$ cat config.mk
export PLATFORM = sky130hd
export DESIGN_NAME = im_arbiter
export DESIGN_NICKNAME = d
export VERILOG_FILES = /design/src/rtl/im_arbiter.sv
export SDC_FILE = /design/constraint.sdc
export NUM_CORES = 1
export LEC_CHECK = 0
export BUFFER_PORTS_ARGS = -buffer_cell sky130_fd_sc_hd__buf_2
export CAP_MARGIN = 20
export CORE_AREA = 10 10 91 93
export DETAILED_ROUTE_END_ITERATION = 8
export DIE_AREA = 0 0 101 103
export MAX_ROUTING_LAYER = met4
export PLACE_DENSITY = 0.9
export SYNTH_ARGS = -nofsm -noshare
export SYNTH_HDL_FRONTEND = slang
export SYNTH_SLANG_ARGS = --single-unit
$ cat constraint.sdc
create_clock -name clk -period 6.45 [get_ports clk]
set_input_delay 1.29 -clock clk [delete_from_list [all_inputs] [get_ports clk]]
set_output_delay 1.29 -clock clk [all_outputs]
set_load 0.1 [all_outputs]
$ cat src/rtl/im_arbiter.sv
// rtl/im_arbiter.sv - shared instruction-memory read port arbiter for IF fetch and LS reads
module im_arbiter #(
  parameter int STARVE_MAX = 3
) (
  input  logic        clk,
  input  logic        rst,
  input  logic        if_req,
  input  logic [31:0] if_addr,
  input  logic        if_flush,
  output logic        if_gnt,
  output logic        if_rvalid,
  output logic [31:0] if_rdata,
  input  logic        ls_req,
  input  logic [31:0] ls_addr,
  output logic        ls_gnt,
  output logic        ls_rvalid,
  output logic [31:0] ls_rdata,
  output logic [31:0] IM_r_addr,
  output logic        IM_r_en,
  input  logic [31:0] IM_r_data
);

  typedef enum logic [1:0] {OWN_NONE, OWN_IF, OWN_LS} owner_t;

  localparam logic [3:0] LP_STARVE = 4'(STARVE_MAX);

  owner_t      r_owner;
  logic [3:0]  r_wait_cnt;
  logic [31:0] r_addr;

  logic w_ls_win;
  logic w_if_gnt;
  logic w_ls_gnt;

  // LS takes the port when IF is idle, being redirected, or LS has waited long enough.
  assign w_ls_win = ls_req && (!if_req || if_flush || (r_wait_cnt == LP_STARVE));
  assign w_ls_gnt = w_ls_win && !rst;
  assign w_if_gnt = if_req && !if_flush && !w_ls_win && !rst;

  assign if_gnt    = w_if_gnt;
  assign ls_gnt    = w_ls_gnt;
  assign IM_r_en   = w_if_gnt || w_ls_gnt;
  assign IM_r_addr = w_if_gnt ? if_addr : (w_ls_gnt ? ls_addr : r_addr);

  // A redirect in the response cycle kills the IF data that was fetched on the old path.
  assign if_rvalid = (r_owner == OWN_IF) && !if_flush && !rst;
  assign ls_rvalid = (r_owner == OWN_LS) && !rst;
  assign if_rdata  = if_rvalid ? IM_r_data : 32'd0;
  assign ls_rdata  = ls_rvalid ? IM_r_data : 32'd0;

  always_ff @(posedge clk or posedge rst) begin
    if (rst) begin
      r_owner    <= OWN_NONE;
      r_wait_cnt <= 4'd0;
      r_addr     <= 32'd0;
    end else begin
      if (w_if_gnt) begin
        r_owner <= OWN_IF;
      end else if (w_ls_gnt) begin
        r_owner <= OWN_LS;
      end else begin
        r_owner <= OWN_NONE;
      end

      if (w_ls_gnt || !ls_req) begin
        r_wait_cnt <= 4'd0;
      end else if (r_wait_cnt != LP_STARVE) begin
        r_wait_cnt <= r_wait_cnt + 4'd1;
      end

      if (IM_r_en) begin
        r_addr <= IM_r_addr;
      end
    end
  end

endmodule
==> run_summary.xml <==
<?xml version="1.0" encoding="UTF-8"?>
<metrics>
  <group name="setup_path">
    <metric name="cp.arrival" unit="ps">3190</metric>
    <metric name="path_common_cell" unit="">sky130_fd_sc_hd__buf_2</metric>
    <metric name="critPathLaunchType" unit="">primary input</metric>
    <metric name="worst-endpoint-required" unit="ps">5160</metric>
    <metric name="crit_path_max_fanout" unit="">44</metric>
    <metric name="max_stage_delay" unit="ps">550</metric>
    <metric name="worstSetupEndpointType" unit="">primary output</metric>
    <metric name="timing_worst_setup_path_type" unit="">primary input to primary output</metric>
    <metric name="critical-path-slowest-cell" unit="">sky130_fd_sc_hd__o211a_2</metric>
    <metric name="cp_cell_sequence" unit="">buf_2, o211a_2, buf_12, a221o_1, buf_2</metric>
  </group>
  <group name="grt">
    <metric name="pin_count_of_the_biggest_net_entering_global_routing" unit="">62</metric>
    <metric name="first_global_vias" unit="">3128</metric>
    <metric name="grt_use_total" unit="">0.1785</metric>
    <metric name="grt_overflow" unit="">0</metric>
    <metric name="grt_pass1_wl" unit="µm">15030</metric>
    <metric name="grt_antenna_before_repair" unit="">0</metric>
  </group>
  <group name="detailed_routing">
    <metric name="drc" unit="">0</metric>
    <metric name="postRouteWirelength" unit="µm">9857</metric>
    <metric name="drtAntennaViolNets" unit="">0</metric>
    <metric name="vias" unit="">3164</metric>
    <metric name="routed_via_density" unit="">5.436</metric>
    <metric name="drtPass1Iterations" unit="">4</metric>
    <metric name="detailedRoute.firstIterationViolations" unit="">189</metric>
    <metric name="avgRoutedWirePerCell" unit="µm">16.94</metric>
  </group>
  <group name="synth">
    <metric name="synthesis.nets" unit="">418</metric>
    <metric name="async_reset_ff_frac" unit="">1.000</metric>
    <metric name="synth_top_flop_cell" unit="">sky130_fd_sc_hd__dfrtp_1</metric>
    <metric name="synth_cell_type_count" unit="">25</metric>
    <metric name="synthesis.area" unit="µm²">2829</metric>
    <metric name="synth_enable_flop_cells" unit="">0</metric>
    <metric name="syn-mean-instance-area" unit="µm²">8.952</metric>
    <metric name="synthesized_netlist_cell_count" unit="">316</metric>
    <metric name="ys_seq_elements" unit="">38</metric>
    <metric name="ys_seq_area_frac" unit="">0.3361</metric>
    <metric name="number_of_synthesis_warnings" unit="">0</metric>
  </group>
  <group name="finish">
    <metric name="finish.net_count" unit="">603</metric>
    <metric name="share_of_post_route_cells_with_drive_strength_above_1" unit="">0.4442</metric>
    <metric name="num-fill-cells" unit="">556</metric>
    <metric name="syn2layout_area_growth" unit="%">41.57</metric>
    <metric name="finish.cell_count_without_fillers" unit="">582</metric>
    <metric name="sequential_cell_area" unit="µm²">950.9</metric>
    <metric name="layout.cells.most_common_list" unit="">sky130_fd_sc_hd__buf_2 (201), sky130_fd_sc_hd__a221o_1 (64), sky130_fd_sc_hd__and2_1 (64)</metric>
    <metric name="mostFrequentLayoutCell" unit="">sky130_fd_sc_hd__buf_2</metric>
    <metric name="antennaDiodeCount" unit="">0</metric>
    <metric name="multiInputGateArea" unit="µm²">1722</metric>
  </group>
  <group name="timing">
    <metric name="unrepaired_setup_endpoints_after_global_routing" unit="">no</metric>
    <metric name="timing.slew.headroom" unit="">0.5633</metric>
    <metric name="timing.final.hold_violations" unit="">0</metric>
    <metric name="min_period" unit="ps">4480</metric>
    <metric name="final_min_period_over_clock_period" unit="">0.6946</metric>
    <metric name="report.final.slew_viol_count" unit="">0</metric>
    <metric name="count_of_endpoints_failing_setup_in_the_final_report" unit="">0</metric>
    <metric name="worst_slew_pin_slew" unit="ps">655.1</metric>
    <metric name="max_clock_freq" unit="MHz">223.2</metric>
    <metric name="totalNegativeSetupSlack" unit="ps">0</metric>
    <metric name="finalClockSkew" unit="ps">6.588</metric>
  </group>
  <group name="clocking">
    <metric name="cts_buffers" unit="">5</metric>
    <metric name="clock_buffer_depth" unit="">2</metric>
    <metric name="worst_skew_pair.late_latency" unit="ps">290</metric>
    <metric name="clk_transition_reported_paths" unit="ps">70</metric>
    <metric name="ctsHtreeMaxLevel" unit="">2</metric>
    <metric name="cts_root_buffer" unit="">sky130_fd_sc_hd__clkbuf_8</metric>
    <metric name="cts.sink_count" unit="">38</metric>
    <metric name="cts_post_setup_buffers_inserted" unit="">0</metric>
    <metric name="cts_resized" unit="">0</metric>
    <metric name="cts-hold-fix-buffers" unit="">0</metric>
    <metric name="cts_tree" unit="">done</metric>
  </group>
  <group name="die">
    <metric name="initial_utilization" unit="">0.4307</metric>
    <metric name="fp.dieW" unit="µm">101</metric>
    <metric name="dieHeight" unit="µm">103</metric>
    <metric name="core_region_area" unit="µm²">6569</metric>
    <metric name="floorplan.die_area" unit="µm²">10400</metric>
    <metric name="num_io_pins" unit="">202</metric>
    <metric name="num_rows" unit="">30</metric>
  </group>
  <group name="power">
    <metric name="cellLeakagePower" unit="nW">2.143</metric>
    <metric name="vdd_drop_max" unit="µV">168.9</metric>
    <metric name="power_density" unit="nW/µm²">277.5</metric>
    <metric name="report.power.total" unit="mW">1.111</metric>
  </group>
  <group name="status">
    <metric name="status" unit="">complete, no violations</metric>
  </group>
  <group name="hold_path">
    <metric name="min_path_type" unit="">flip-flop to flip-flop</metric>
  </group>
  <group name="placement">
    <metric name="half_perimeter_wire_length_after_detailed_placement" unit="µm">7844</metric>
    <metric name="gpl.final_weighted_congestion" unit="">0.8613</metric>
    <metric name="place.detailed.instances" unit="">572</metric>
    <metric name="port-buffer-count" unit="">201</metric>
  </group>
  <group name="run">
    <metric name="max_cap_viol_count" unit="">0</metric>
  </group>
</metrics>
==> stage by stage <==
step / hold slack (ps) / util / area (µm²) / setup slack (ps)
floorplan: 584.3 / - / 2829 / 1209
detailed placement: 632.5 / 0.5827 / 3827 / 1584
finish: 652.6 / 0.6097 / 4005 / 1970
global route: 700.5 / 0.6097 / 4005 / 1809
CTS: 654.5 / 0.6044 / 3970 / 1590
global placement: 611.7 / 0.5827 / 3827 / 1706
==> registers in the layout, indices dropped and copies added, names as in the netlist <==
| register | cells |
|---|---|
| r_addr | 32 |
| r_wait_cnt | 4 |
| r_owner | 2 |
==> power by group <==
| group | switching, mW | internal [mW] | total (mW) |
|---|---|---|---|
| registers | 0.0197 | 0.275 | 0.295 |
| clock network | 0.0840 | 0.165 | 0.249 |
| logic | 0.439 | 0.128 | 0.568 |
==> cell families (layout without fill, tap and decap cells) <==
kind of cell | count (synthesis) | after routing | synth area share
buffers and inverters | 32 | 218 | 0.06236
XOR/XNOR | 2 | 2 | 0.006193
multiplexers | 2 | 2 | 0.007077
flip-flops | 38 | 38 | 0.3361
AO/OA/AOI/OAI | 100 | 100 | 0.2946
AND/OR/NAND/NOR | 141 | 141 | 0.2893
adder cells (fa/ha/maj) | 1 | 1 | 0.004422
==> critical path: cells and delay by family <==
family / cells / cell delay (ps)
compound gates: 2 / 740
buf+inv: 3 / 1120
==> cell type report <==
type	count	area share
well taps	80	0.02499
inverters	1	0.0009372
clock inverters	2	0.01500
flip-flops and latches	38	0.2374
multi-input cells	246	0.4299
repair buffers	209	0.2712
clock buffers	6	0.02062
==> Yosys cell counts (3+ instances only) <==
cell type	n	area share
sky130_fd_sc_hd__and3_1	3	0.0066
sky130_fd_sc_hd__dfrtp_1	38	0.34
sky130_fd_sc_hd__a221o_1	64	0.23
sky130_fd_sc_hd__buf_6	6	0.024
sky130_fd_sc_hd__buf_2	9	0.016
sky130_fd_sc_hd__o21ai_0	31	0.055
sky130_fd_sc_hd__buf_1	3	0.0040
sky130_fd_sc_hd__and2_1	64	0.14
sky130_fd_sc_hd__nand2_1	33	0.044
sky130_fd_sc_hd__clkbuf_1	13	0.017
sky130_fd_sc_hd__nand2b_1	33	0.073
==> worst paths after layout <==
check,startpoint,endpoint,slack [ps],depth (start not counted)
worst max-delay path,ls_req,IM_r_addr[16],1970,5
worst min-delay path,r_addr[17],r_addr[17],650,3
worst max register to register,r_wait_cnt[0],r_addr[16],4270,6
worst min register to register,r_addr[17],r_addr[17],650,3
max in group asynchronous,rst,r_addr[20],4650,3
min in group asynchronous,rst,r_owner[1],1440,3
==> metal layers <==
layer	routed length [µm]	track usage
met4	97	0.04502
met1	3984	0.2026
met5	0	-
met3	927	0.05965
met2	4847	0.2973
Power figures use the tool's default switching activity.
